--- src/rtl/decode_stage.sv ---
// MIPS instruction-decode stage: decodes IF/ID, reads the register file,
// detects load-use hazards and registers operands/control into ID/EX.
module decode_stage (
  input  logic        clk,
  input  logic        rst_n,
  input  logic        if_valid,
  input  logic [31:0] if_instr,
  input  logic [31:0] if_pc4,
  input  logic        flush,
  output logic        id_stall,
  output logic [4:0]  rf_rs_addr,
  output logic [4:0]  rf_rt_addr,
  input  logic [31:0] rf_rs_data,
  input  logic [31:0] rf_rt_data,
  output logic        ex_valid,
  output logic [31:0] ex_pc4,
  output logic [31:0] ex_rs_val,
  output logic [31:0] ex_rt_val,
  output logic [31:0] ex_imm,
  output logic [4:0]  ex_rs,
  output logic [4:0]  ex_rt,
  output logic [4:0]  ex_dest,
  output logic [2:0]  ex_alu_op,
  output logic        ex_alu_src,
  output logic        ex_mem_read,
  output logic        ex_mem_write,
  output logic        ex_reg_write,
  output logic        ex_branch,
  output logic        ex_illegal
);

  localparam logic [2:0] ALU_ADD = 3'd0, ALU_SUB = 3'd1, ALU_AND = 3'd2,
                         ALU_OR  = 3'd3, ALU_SLT = 3'd4, ALU_PASSB = 3'd5;

  logic [5:0]  opcode, funct;
  logic [4:0]  rs, rt, rd;
  logic [31:0] imm_sext, imm_zext, imm_lui;

  assign opcode   = if_instr[31:26];
  assign funct    = if_instr[5:0];
  assign rs       = if_instr[25:21];
  assign rt       = if_instr[20:16];
  assign rd       = if_instr[15:11];
  assign imm_sext = {{16{if_instr[15]}}, if_instr[15:0]};
  assign imm_zext = {16'h0000, if_instr[15:0]};
  assign imm_lui  = {if_instr[15:0], 16'h0000};

  assign rf_rs_addr = rs;
  assign rf_rt_addr = rt;

  logic        dec_illegal, dec_alu_src, dec_mem_read, dec_mem_write;
  logic        dec_wr_en, dec_branch, dec_rt_src;
  logic [2:0]  dec_alu_op;
  logic [4:0]  dec_dest;
  logic [31:0] dec_imm;

  always_comb begin
    dec_illegal   = 1'b0;
    dec_alu_op    = ALU_ADD;
    dec_alu_src   = 1'b0;
    dec_mem_read  = 1'b0;
    dec_mem_write = 1'b0;
    dec_wr_en     = 1'b0;
    dec_branch    = 1'b0;
    dec_rt_src    = 1'b0;
    dec_dest      = 5'd0;
    dec_imm       = 32'd0;
    unique case (opcode)
      6'h00: begin
        dec_rt_src = 1'b1;
        dec_dest   = rd;
        dec_wr_en  = 1'b1;
        case (funct)
          6'h20:   dec_alu_op = ALU_ADD;
          6'h22:   dec_alu_op = ALU_SUB;
          6'h24:   dec_alu_op = ALU_AND;
          6'h25:   dec_alu_op = ALU_OR;
          6'h2A:   dec_alu_op = ALU_SLT;
          default: dec_illegal = 1'b1;
        endcase
      end
      6'h23: begin
        dec_imm = imm_sext; dec_alu_src = 1'b1; dec_mem_read = 1'b1;
        dec_wr_en = 1'b1; dec_dest = rt;
      end
      6'h2B: begin
        dec_imm = imm_sext; dec_alu_src = 1'b1; dec_mem_write = 1'b1;
        dec_rt_src = 1'b1;
      end
      6'h04: begin
        dec_imm = imm_sext; dec_alu_op = ALU_SUB; dec_branch = 1'b1;
        dec_rt_src = 1'b1;
      end
      6'h08: begin
        dec_imm = imm_sext; dec_alu_src = 1'b1; dec_wr_en = 1'b1; dec_dest = rt;
      end
      6'h0C: begin
        dec_imm = imm_zext; dec_alu_op = ALU_AND; dec_alu_src = 1'b1;
        dec_wr_en = 1'b1; dec_dest = rt;
      end
      6'h0D: begin
        dec_imm = imm_zext; dec_alu_op = ALU_OR; dec_alu_src = 1'b1;
        dec_wr_en = 1'b1; dec_dest = rt;
      end
      6'h0F: begin
        dec_imm = imm_lui; dec_alu_op = ALU_PASSB; dec_alu_src = 1'b1;
        dec_wr_en = 1'b1; dec_dest = rt;
      end
      default: dec_illegal = 1'b1;
    endcase
  end

  // Only a load still sitting in ID/EX can create a hazard; rt counts only when read.
  logic hazard, bubble;
  assign hazard = ex_valid & ex_mem_read & (ex_dest != 5'd0) & if_valid &
                  ((ex_dest == rs) | (dec_rt_src & (ex_dest == rt)));
  assign id_stall = hazard & ~flush;
  assign bubble   = flush | hazard | ~if_valid;

  logic        valid_d, alu_src_d, mem_read_d, mem_write_d, reg_write_d, branch_d, illegal_d;
  logic [2:0]  alu_op_d;
  logic [4:0]  rs_d, rt_d, dest_d;
  logic [31:0] pc4_d, rs_val_d, rt_val_d, imm_d;

  always_comb begin
    valid_d     = 1'b0;
    pc4_d       = 32'd0;
    rs_val_d    = 32'd0;
    rt_val_d    = 32'd0;
    imm_d       = 32'd0;
    rs_d        = 5'd0;
    rt_d        = 5'd0;
    dest_d      = 5'd0;
    alu_op_d    = 3'd0;
    alu_src_d   = 1'b0;
    mem_read_d  = 1'b0;
    mem_write_d = 1'b0;
    reg_write_d = 1'b0;
    branch_d    = 1'b0;
    illegal_d   = 1'b0;
    if (!bubble) begin
      valid_d     = 1'b1;
      pc4_d       = if_pc4;
      rs_val_d    = rf_rs_data;
      rt_val_d    = rf_rt_data;
      imm_d       = dec_imm;
      rs_d        = rs;
      rt_d        = rt;
      dest_d      = dec_dest;
      alu_op_d    = dec_alu_op;
      alu_src_d   = dec_alu_src;
      illegal_d   = dec_illegal;
      mem_read_d  = dec_mem_read & ~dec_illegal;
      mem_write_d = dec_mem_write & ~dec_illegal;
      branch_d    = dec_branch & ~dec_illegal;
      reg_write_d = dec_wr_en & ~dec_illegal & (dec_dest != 5'd0);
    end
  end

  logic        valid_q, alu_src_q, mem_read_q, mem_write_q, reg_write_q, branch_q, illegal_q;
  logic [2:0]  alu_op_q;
  logic [4:0]  rs_q, rt_q, dest_q;
  logic [31:0] pc4_q, rs_val_q, rt_val_q, imm_q;

  always_ff @(posedge clk or negedge rst_n) begin
    if (!rst_n) begin
      valid_q     <= 1'b0;
      pc4_q       <= 32'd0;
      rs_val_q    <= 32'd0;
      rt_val_q    <= 32'd0;
      imm_q       <= 32'd0;
      rs_q        <= 5'd0;
      rt_q        <= 5'd0;
      dest_q      <= 5'd0;
      alu_op_q    <= 3'd0;
      alu_src_q   <= 1'b0;
      mem_read_q  <= 1'b0;
      mem_write_q <= 1'b0;
      reg_write_q <= 1'b0;
      branch_q    <= 1'b0;
      illegal_q   <= 1'b0;
    end else begin
      valid_q     <= valid_d;
      pc4_q       <= pc4_d;
      rs_val_q    <= rs_val_d;
      rt_val_q    <= rt_val_d;
      imm_q       <= imm_d;
      rs_q        <= rs_d;
      rt_q        <= rt_d;
      dest_q      <= dest_d;
      alu_op_q    <= alu_op_d;
      alu_src_q   <= alu_src_d;
      mem_read_q  <= mem_read_d;
      mem_write_q <= mem_write_d;
      reg_write_q <= reg_write_d;
      branch_q    <= branch_d;
      illegal_q   <= illegal_d;
    end
  end

  assign ex_valid     = valid_q;
  assign ex_pc4       = pc4_q;
  assign ex_rs_val    = rs_val_q;
  assign ex_rt_val    = rt_val_q;
  assign ex_imm       = imm_q;
  assign ex_rs        = rs_q;
  assign ex_rt        = rt_q;
  assign ex_dest      = dest_q;
  assign ex_alu_op    = alu_op_q;
  assign ex_alu_src   = alu_src_q;
  assign ex_mem_read  = mem_read_q;
  assign ex_mem_write = mem_write_q;
  assign ex_reg_write = reg_write_q;
  assign ex_branch    = branch_q;
  assign ex_illegal   = illegal_q;

endmodule

--- config.mk ---
export PLATFORM = sky130hd
export DESIGN_NAME = decode_stage
export DESIGN_NICKNAME = d
export VERILOG_FILES = /design/src/rtl/decode_stage.sv
export SDC_FILE = /design/constraint.sdc
export NUM_CORES = 1
export LEC_CHECK = 0
export ABC_AREA = 0
export BUFFER_PORTS_ARGS = -buffer_cell sky130_fd_sc_hd__buf_4
export CAP_MARGIN = 10
export CORE_ASPECT_RATIO = 1.1
export CORE_MARGIN = 1
export CORE_UTILIZATION = 45
export DETAILED_ROUTE_END_ITERATION = 8
export GPL_ROUTABILITY_DRIVEN = 0
export GPL_TIMING_DRIVEN = 0
export PLACE_DENSITY = 0.75
export SLEW_MARGIN = 0
export SYNTH_ARGS = -nofsm -noshare
export SYNTH_HDL_FRONTEND = slang
export SYNTH_SLANG_ARGS = --single-unit
--- constraint.sdc ---
create_clock -name clk -period 3 [get_ports clk]
set_input_delay 0.75 -clock clk [delete_from_list [all_inputs] [get_ports clk]]
set_output_delay 0.75 -clock clk [all_outputs]
set_load 0.03 [all_outputs]
==> flow_summary.html, run 1 <==
<table>
<tr><th>Metric</th><th>Value</th></tr>
<tr><th colspan="2">STA</th></tr>
<tr><td>Share of the clock period used by the worst path after layout</td><td>0.969</td></tr>
<tr><td>Measured slew at the worst slew-check pin</td><td>1.04 ns</td></tr>
<tr><td>Headroom to the max-slew limit</td><td>0.302</td></tr>
<tr><td>Maximum achievable frequency</td><td>344 MHz</td></tr>
<tr><td>Slack of the critical path</td><td>0.0929 ns</td></tr>
<tr><td>RSZ-0062 raised after global routing</td><td>false</td></tr>
<tr><td>Pins over their slew limit</td><td>0</td></tr>
<tr><td>Setup-violating endpoint count in the final report</td><td>0</td></tr>
<tr><td>Clk_skew</td><td>0.00549 ns</td></tr>
<tr><td>Shortest clock period the worst path allows after layout</td><td>2.91 ns</td></tr>
<tr><td>Number of hold-slack violations in the final timing report</td><td>0</td></tr>
<tr><td>Min Hold Slack</td><td>0.310 ns</td></tr>
<tr><th colspan="2">Critical path</th></tr>
<tr><td>CP bufs+invs</td><td>2</td></tr>
<tr><td>Max incr delay on CP</td><td>0.50 ns</td></tr>
<tr><td>CP required</td><td>2.25 ns</td></tr>
<tr><td>Master of the slowest instance on the critical path</td><td>sky130_fd_sc_hd__or4_1</td></tr>
<tr><td>Source of the worst register-to-register timing path</td><td>ex_dest[2]$_DFF_PN0_</td></tr>
<tr><td>Type of the worst setup path</td><td>reg2out</td></tr>
<tr><td>Reg-to-reg endpoint</td><td>ex_imm[9]$_DFF_PN0_</td></tr>
<tr><td>Cell family with most CP delay</td><td>simple AND/OR/NAND/NOR gates</td></tr>
<tr><td>Crit-path cells</td><td>or4_1 -&gt; o211ai_2 -&gt; buf_4 -&gt; nor3_4 -&gt; o21a_2 -&gt; buf_6</td></tr>
<tr><td>Worst path arrival time</td><td>2.16 ns</td></tr>
<tr><td>Startpoint type of the worst setup path</td><td>register</td></tr>
<tr><td>Register-to-Register Setup Slack</td><td>0.57 ns</td></tr>
<tr><td>Largest fanout on the critical path</td><td>9</td></tr>
<tr><td>Capturing element type of the critical path</td><td>output port</td></tr>
<tr><td>FF-to-FF path depth</td><td>6</td></tr>
<tr><th colspan="2">Pwr</th></tr>
<tr><td>Overall Power</td><td>4.92 mW</td></tr>
<tr><td>Power per standard cell area</td><td>544 mW/mm^2</td></tr>
<tr><td>Worst IR drop on VDD</td><td>0.320 mV</td></tr>
<tr><td>Leakage dissipation</td><td>4.45 nW</td></tr>
<tr><th colspan="2">Finish</th></tr>
<tr><td>Commonest cells after routing, fill and taps aside</td><td>sky130_fd_sc_hd__buf_4 (314), sky130_fd_sc_hd__dfrtp_1 (152), sky130_fd_sc_hd__nor3b_1 (110)</td></tr>
<tr><td>Design area</td><td>0.00903 sq mm</td></tr>
<tr><td>Fillers</td><td>916</td></tr>
<tr><td>Diode count</td><td>0</td></tr>
<tr><td>Share of layout cells above drive strength 1</td><td>0.474</td></tr>
<tr><td>Combined flip-flop and latch cell area</td><td>0.00383 sq mm</td></tr>
<tr><td>Total area of multi-input combinational cells</td><td>0.00183 sq mm</td></tr>
<tr><td>Net count reported at finish</td><td>927</td></tr>
<tr><td>Most common cell after layout, fill and taps aside</td><td>sky130_fd_sc_hd__buf_4</td></tr>
<tr><td>Post-route core utilization</td><td>0.709</td></tr>
<tr><td>Area Overhead vs Synth</td><td>52.0%</td></tr>
<tr><th colspan="2">Logic synthesis</th></tr>
<tr><td>Post-synthesis cell type count</td><td>42</td></tr>
<tr><td>Post-synthesis cell area</td><td>0.00594 sq mm</td></tr>
<tr><td>Top FF cell, synth</td><td>sky130_fd_sc_hd__dfrtp_1</td></tr>
<tr><td>Number of register bits inferred by synthesis</td><td>153</td></tr>
<tr><td>FFs w/ async S/R, synth</td><td>1.00</td></tr>
<tr><td>Average size of a mapped cell</td><td>12.5 sq um</td></tr>
<tr><td>Share of the yosys chip area belonging to registers</td><td>0.644</td></tr>
<tr><td>Net count after synthesis</td><td>608</td></tr>
<tr><td>Synth Instances</td><td>476</td></tr>
<tr><td>Number of enable flip-flop cells after synthesis</td><td>0</td></tr>
<tr><td>Yosys warning total</td><td>0</td></tr>
<tr><th colspan="2">Clock tree</th></tr>
<tr><td>Clock transition at path regs</td><td>0.06 ns</td></tr>
<tr><td>H-tree depth</td><td>4</td></tr>
<tr><td>Number of buffers on the longest clock path</td><td>2</td></tr>
<tr><td>Clock net sink count</td><td>153</td></tr>
<tr><td>Worst-Skew Late Latency</td><td>0.42 ns</td></tr>
<tr><td>CTS Hold Bufs</td><td>0</td></tr>
<tr><td>Master cell of the clock root buffer</td><td>sky130_fd_sc_hd__clkbuf_16</td></tr>
<tr><td>Clock buffers created by TritonCTS</td><td>17</td></tr>
<tr><td>Clock tree from TritonCTS</td><td>yes</td></tr>
<tr><th colspan="2">Floorplan</th></tr>
<tr><td>Die area</td><td>0.0137 sq mm</td></tr>
<tr><td>Chip height</td><td>123 microns</td></tr>
<tr><td>Count of standard-cell rows</td><td>43</td></tr>
<tr><td>Die W</td><td>112 microns</td></tr>
<tr><td>Area inside the core boundary</td><td>0.0128 sq mm</td></tr>
<tr><td>Ports</td><td>296</td></tr>
<tr><td>Starting utilization of the core area</td><td>0.466</td></tr>
<tr><th colspan="2">Placed design</th></tr>
<tr><td>I/O Buffers</td><td>294</td></tr>
<tr><td>Hpwl dp</td><td>13.5 mm</td></tr>
<tr><td>Instance area after placement</td><td>0.00838 sq mm</td></tr>
<tr><td>Placement Setup Slack</td><td>-0.273 ns</td></tr>
<tr><th colspan="2">Route</th></tr>
<tr><td>Routed wire length</td><td>18.2 mm</td></tr>
<tr><td>Average vias per placed instance</td><td>5.26</td></tr>
<tr><td>DRT antenna net count</td><td>0</td></tr>
<tr><td>Number of search-and-repair iterations in the first detailed-routing pass</td><td>7</td></tr>
<tr><td>DRC Markers</td><td>22</td></tr>
<tr><td>Number of vias after detailed routing</td><td>5080</td></tr>
<tr><td>Detail-routed net length per standard cell</td><td>18.8 microns</td></tr>
<tr><td>DRC marker count from the first detailed-route iteration</td><td>375</td></tr>
<tr><th colspan="2">Run status</th></tr>
<tr><td>Outcome</td><td>finished with violations</td></tr>
<tr><td>Violations in the final reports</td><td>DRC</td></tr>
<tr><th colspan="2">Flow run</th></tr>
<tr><td>Count of maximum capacitance violations</td><td>0</td></tr>
<tr><th colspan="2">Global routing</th></tr>
<tr><td>Via count of the first global-routing pass</td><td>5070</td></tr>
<tr><td>Total gr overflow</td><td>0</td></tr>
<tr><td>Pin count of the biggest net entering global routing</td><td>87</td></tr>
<tr><td>First-pass GRT wire length</td><td>27.6 mm</td></tr>
<tr><td>Aggregate global-route resource usage</td><td>0.272</td></tr>
<tr><td>Antenna violations before repair</td><td>0</td></tr>
<tr><th colspan="2">Min path</th></tr>
<tr><td>Class of the tightest hold or removal check</td><td>in2async</td></tr>
</table>
==> state kept, by name, summed over array words and instances, names as in the netlist <==
name / flops
ex_alu_src: 1
ex_reg_write: 1
ex_imm: 32
ex_pc4: 32
ex_rt_val: 32
ex_mem_read: 1
ex_rt: 5
ex_rs_val: 32
ex_mem_write: 1
ex_valid: 1
ex_branch: 1
ex_rs: 5
ex_alu_op: 3
ex_illegal: 1
ex_dest: 5
==> Yosys cell counts, drive strengths merged, types with 2 or more instances <==
| library cell | count | area share |
|---|---|---|
| nand3 | 2 | 0.0017 |
| a21oi | 7 | 0.0059 |
| buf | 37 | 0.041 |
| nor3 | 23 | 0.020 |
| nand2b | 3 | 0.0032 |
| nor2 | 6 | 0.0038 |
| or4 | 3 | 0.0038 |
| or2 | 3 | 0.0032 |
| inv | 4 | 0.0025 |
| clkbuf | 12 | 0.0076 |
| nand2 | 44 | 0.028 |
| nor4b | 5 | 0.0084 |
| nor4 | 3 | 0.0042 |
| nor3b | 110 | 0.14 |
| dfrtp | 153 | 0.64 |
| xnor2 | 11 | 0.016 |
| a2111oi | 7 | 0.013 |
| o21ai | 9 | 0.0076 |
| a211oi | 17 | 0.021 |
==> layout make-up <==
cell class | count | area share
plain buffers | 48 | 0.0307
flip-flops and latches | 153 | 0.424
multi-input cells | 270 | 0.202
clock buffers | 18 | 0.0475
inverters | 4 | 0.00166
repair buffers | 301 | 0.253
clock inverters | 14 | 0.0190
well taps | 157 | 0.0217
==> logic make-up (layout without fill, tap and decap cells) <==
| family | Yosys count | in the layout | synth area share |
|---|---|---|---|
| DFF | 153 | 153 | 0.644 |
| AOI/OAI and AO/OA | 49 | 49 | 0.0617 |
| and+or+nand+nor | 208 | 208 | 0.223 |
| xor gates and xnor gates | 11 | 11 | 0.0162 |
| muxes | 2 | 2 | 0.00358 |
| buffers and inverters | 53 | 385 | 0.0512 |
==> per-layer routing <==
| metal | vias up | GRT usage | wire [microns] | share of wire |
|---|---|---|---|---|
| met5 | - | 0 | 0 | 0 |
| met4 | 0 | 0.107 | 502 | 0.028 |
| met3 | 41 | 0.0800 | 1530 | 0.084 |
| met2 | 256 | 0.482 | 9530 | 0.52 |
| met1 | 2481 | 0.312 | 6600 | 0.36 |
| li1 | 2302 | - | - | - |
==> worst register-to-register path: stages, from the launching register on <==
cell	delay (ns)
sky130_fd_sc_hd__dfrtp_2	0.41
sky130_fd_sc_hd__buf_4	0.15
sky130_fd_sc_hd__xnor2_1	0.15
sky130_fd_sc_hd__nand3_1	0.18
sky130_fd_sc_hd__o32ai_1	0.89
sky130_fd_sc_hd__clkbuf_1	0.42
sky130_fd_sc_hd__nor3_1	0.10
==> worst max path at each step <==
stage,start,to,slack (ns),cells after the start
4_1_cts,if_instr[31],id_stall,0.05,7
2_1_floorplan,if_instr[28],id_stall,0.02,7
5_1_grt,ex_dest[3]$_DFF_PN0_,id_stall,0.005,6
3_3_place_gp,if_instr[26],id_stall,-0.29,9
6_report,ex_dest[3]$_DFF_PN0_,id_stall,0.09,6
3_5_place_dp,if_instr[26],id_stall,-0.27,9
==> through the flow <==
step / TNS, ns / instances
floorplan: 0 / 476
global placement: -0.286 / 927
detailed placement: -0.273 / 928
CTS: 0 / 964
global route: 0 / 965
finish: 0 / 965
==> where the power goes <==
part	switching [mW]	total, mW	internal, mW	leakage [nW]
clock network	0.844	2.16	1.31	0.287
registers	0.0189	2.14	2.12	2.08
logic	0.346	0.619	0.272	2.08
total	1.21	4.92	3.71	4.45
==> timing repair <==
| action | 4_1_cts | 5_1_grt |
|---|---|---|
| pin swaps | 3 | 0 |
| setup endpoints to repair | 1 | 1 |
| gates resized for setup | 4 | 1 |
| setup buffers | 5 | 1 |
Note: power is estimated with default switching activity, not from simulation.
==> run 2: changes to the inputs <==
--- a/config.mk
+++ b/config.mk
@@ -13,2 +13,3 @@
 export CORE_UTILIZATION = 45
+export CTS_CLUSTER_SIZE = 10
 export DETAILED_ROUTE_END_ITERATION = 8
==> constraint.sdc (replaced) <==
create_clock -name clk -period 3 [get_ports clk]
set_input_delay 0.45 -clock clk [delete_from_list [all_inputs] [get_ports clk]]
set_output_delay 0.45 -clock clk [all_outputs]
set_load 0.03 [all_outputs]
==> run 2 against run 1 <==
Final area hardly changed. The run still ends with DRC left. Critical path type unchanged. Non-clock buffer count shrank 5. Wire length down 1.5%. Highest routed layer unchanged. Power up 2.2%.
==> flow_summary.html, run 2 (synthesis gave the netlist of run 1 again) <==
<table>
<tr><th>Metric</th><th>Value</th></tr>
<tr><th colspan="2">Finish</th></tr>
<tr><td>Commonest cells after routing, fill and taps aside</td><td>sky130_fd_sc_hd__buf_4 (309), sky130_fd_sc_hd__dfrtp_1 (153), sky130_fd_sc_hd__nor3b_1 (110)</td></tr>
<tr><td>Share of layout cells above drive strength 1</td><td>0.466</td></tr>
<tr><td>Area Overhead vs Synth</td><td>51.9%</td></tr>
<tr><td>Net count reported at finish</td><td>922</td></tr>
<tr><td>Post-route core utilization</td><td>0.708</td></tr>
<tr><td>Most common cell after layout, fill and taps aside</td><td>sky130_fd_sc_hd__buf_4</td></tr>
<tr><th colspan="2">Clock tree</th></tr>
<tr><td>CTS Hold Bufs</td><td>0</td></tr>
<tr><td>Clock transition at path regs</td><td>0.06 ns</td></tr>
<tr><td>Clock tree from TritonCTS</td><td>yes</td></tr>
<tr><td>Clock net sink count</td><td>153</td></tr>
<tr><td>Clock buffers created by TritonCTS</td><td>17</td></tr>
<tr><td>Worst-Skew Late Latency</td><td>0.42 ns</td></tr>
<tr><td>Master cell of the clock root buffer</td><td>sky130_fd_sc_hd__clkbuf_16</td></tr>
<tr><td>H-tree depth</td><td>4</td></tr>
<tr><td>Number of buffers on the longest clock path</td><td>2</td></tr>
<tr><th colspan="2">STA</th></tr>
<tr><td>Measured slew at the worst slew-check pin</td><td>1.11 ns</td></tr>
<tr><td>Headroom to the max-slew limit</td><td>0.258</td></tr>
<tr><td>Share of the clock period used by the worst path after layout</td><td>0.972</td></tr>
<tr><td>Clk_skew</td><td>0.00540 ns</td></tr>
<tr><td>Pins over their slew limit</td><td>0</td></tr>
<tr><td>Setup TNS after final layout</td><td>0 ns</td></tr>
<tr><td>Shortest clock period the worst path allows after layout</td><td>2.92 ns</td></tr>
<tr><td>Setup-violating endpoint count in the final report</td><td>0</td></tr>
<tr><td>Number of hold-slack violations in the final timing report</td><td>0</td></tr>
<tr><td>Maximum achievable frequency</td><td>343 MHz</td></tr>
<tr><td>RSZ-0062 raised after global routing</td><td>false</td></tr>
<tr><th colspan="2">Min path</th></tr>
<tr><td>Class of the tightest hold or removal check</td><td>in2async</td></tr>
<tr><th colspan="2">Critical path</th></tr>
<tr><td>Worst path arrival time</td><td>2.47 ns</td></tr>
<tr><td>Startpoint type of the worst setup path</td><td>register</td></tr>
<tr><td>Largest fanout on the critical path</td><td>10</td></tr>
<tr><td>CP required</td><td>2.55 ns</td></tr>
<tr><td>Capturing element type of the critical path</td><td>output port</td></tr>
<tr><td>Type of the worst setup path</td><td>reg2out</td></tr>
<tr><th colspan="2">Global routing</th></tr>
<tr><td>Total gr overflow</td><td>0</td></tr>
<tr><td>First-pass GRT wire length</td><td>27.7 mm</td></tr>
<tr><td>Aggregate global-route resource usage</td><td>0.271</td></tr>
<tr><td>Antenna violations before repair</td><td>1</td></tr>
<tr><td>Via count of the first global-routing pass</td><td>5115</td></tr>
<tr><td>Pin count of the biggest net entering global routing</td><td>83</td></tr>
<tr><th colspan="2">Pwr</th></tr>
<tr><td>Switching component of the power</td><td>1.15 mW</td></tr>
<tr><td>Proportion of total power due to net switching</td><td>0.228</td></tr>
<tr><td>Share of total power in combinational logic</td><td>0.122</td></tr>
<tr><td>Overall Power</td><td>5.03 mW</td></tr>
<tr><td>Worst IR drop on VDD</td><td>0.262 mV</td></tr>
<tr><td>Leakage dissipation</td><td>4.42 nW</td></tr>
<tr><td>Power share of the sequential group</td><td>0.427</td></tr>
<tr><td>Internal Pwr Total</td><td>3.88 mW</td></tr>
<tr><td>Power per standard cell area</td><td>557 mW/mm^2</td></tr>
<tr><td>Clock group share of total power</td><td>0.451</td></tr>
<tr><th colspan="2">Floorplan</th></tr>
<tr><td>Area inside the core boundary</td><td>0.0128 sq mm</td></tr>
<tr><td>Ports</td><td>296</td></tr>
<tr><td>Chip height</td><td>123 microns</td></tr>
<tr><td>Die W</td><td>112 microns</td></tr>
<tr><td>Die area</td><td>0.0137 sq mm</td></tr>
<tr><td>Count of standard-cell rows</td><td>43</td></tr>
<tr><td>Starting utilization of the core area</td><td>0.466</td></tr>
<tr><th colspan="2">Route</th></tr>
<tr><td>DRC Markers</td><td>44</td></tr>
<tr><td>DRC marker count from the first detailed-route iteration</td><td>346</td></tr>
<tr><td>Routed wire length</td><td>17.9 mm</td></tr>
<tr><td>Number of vias after detailed routing</td><td>5022</td></tr>
<tr><td>Average vias per placed instance</td><td>5.24</td></tr>
<tr><td>Detail-routed net length per standard cell</td><td>18.7 microns</td></tr>
<tr><td>Amount of wire on met2 after detailed routing</td><td>9.25 mm</td></tr>
<tr><td>WL met1</td><td>6.47 mm</td></tr>
<tr><td>Uppermost metal layer occupied by signal nets</td><td>met4</td></tr>
<tr><td>Met3 Wirelength</td><td>1.54 mm</td></tr>
<tr><td>Number of search-and-repair iterations in the first detailed-routing pass</td><td>7</td></tr>
<tr><td>DRT antenna net count</td><td>0</td></tr>
<tr><th colspan="2">Placed design</th></tr>
<tr><td>I/O Buffers</td><td>294</td></tr>
<tr><td>Hpwl dp</td><td>13.4 mm</td></tr>
<tr><th colspan="2">Run status</th></tr>
<tr><td>Outcome</td><td>finished with violations</td></tr>
<tr><td>Violations in the final reports</td><td>DRC</td></tr>
<tr><th colspan="2">Flow run</th></tr>
<tr><td>Count of maximum capacitance violations</td><td>0</td></tr>
</table>
run 2: cell type report:
| cell class | count | area (sq um) |
|---|---|---|
| Clock inverter | 7 | 140 |
| Inverter | 4 | 15.0 |
| Sequential cell | 153 | 3830 |
| Clock buffer | 22 | 494 |
| Multi-Input combinational cell | 270 | 1820 |
| Antenna cell | 1 | 2.50 |
| Buffer | 49 | 289 |
| Fill cell | 905 | 3720 |
| Tap cell | 157 | 196 |
| Timing Repair Buffer | 295 | 2240 |
run 2: timing repair:
| item | 4_1_cts | 5_1_grt |
|---|---|---|
| setup endpoints to repair | 0 | 1 |
| resized for setup | 0 | 2 |
| setup buffers | 0 | 0 |
run 2: layer usage:
layer | track usage | vias to the layer above
li1 | - | 2283
met1 | 0.313 | 2428
met2 | 0.466 | 261
met3 | 0.0820 | 50
met4 | 0.127 | 0
met5 | 0 | -
run 2: final timing paths:
check,endpoint,cells after the start,from,slack [ns]
max in group asynchronous,ex_rs_val[6]$_DFF_PN0_,2,rst_n,2.12
min,ex_imm[17]$_DFF_PN0_,1,rst_n,0.08
max reg2reg,ex_imm[11]$_DFF_PN0_,5,ex_dest[2]$_DFF_PN0_,0.53
min in group clk,ex_imm[8]$_DFF_PN0_,3,if_instr[8],0.26
min reg2reg,ex_alu_op[1]$_DFF_PN0_,3,ex_valid$_DFF_PN0_,1.04
max,id_stall,7,ex_dest[1]$_DFF_PN0_,0.08
run 2: critical path, cell delays in order (launching register included):
cell	delay (ns)
sky130_fd_sc_hd__dfrtp_1	0.45
sky130_fd_sc_hd__or4_1	0.63
sky130_fd_sc_hd__o211ai_4	0.25
sky130_fd_sc_hd__nor4_2	0.08
sky130_fd_sc_hd__buf_6	0.15
sky130_fd_sc_hd__buf_6	0.15
sky130_fd_sc_hd__o21a_1	0.18
sky130_fd_sc_hd__buf_4	0.16
run 2: metrics by stage:
stage | std cells | instance area [sq um] | setup WS [ns] | hold slack (ns)
floorplan | 476 | 5940 | 0.551 | 0.154
global placement | 927 | 8350 | 0.322 | 0.694
detailed placement | 928 | 8380 | 0.312 | 0.546
CTS | 957 | 9010 | 0.0603 | 0.0920
global route | 957 | 9030 | 0.0000722 | 0.133
finish | 958 | 9030 | 0.0827 | 0.0809
run 2: power groups by stage:
stage / registers, mW / clock network [mW] / logic (mW)
3_3_place_gp: 2.18 / 0 / 0.601
6_report: 2.14 / 2.27 / 0.615
3_5_place_dp: 2.18 / 0 / 0.615
4_1_cts: 2.14 / 2.30 / 0.618
2_1_floorplan: 2.30 / 0 / 0.150
5_1_grt: 2.15 / 2.40 / 0.656
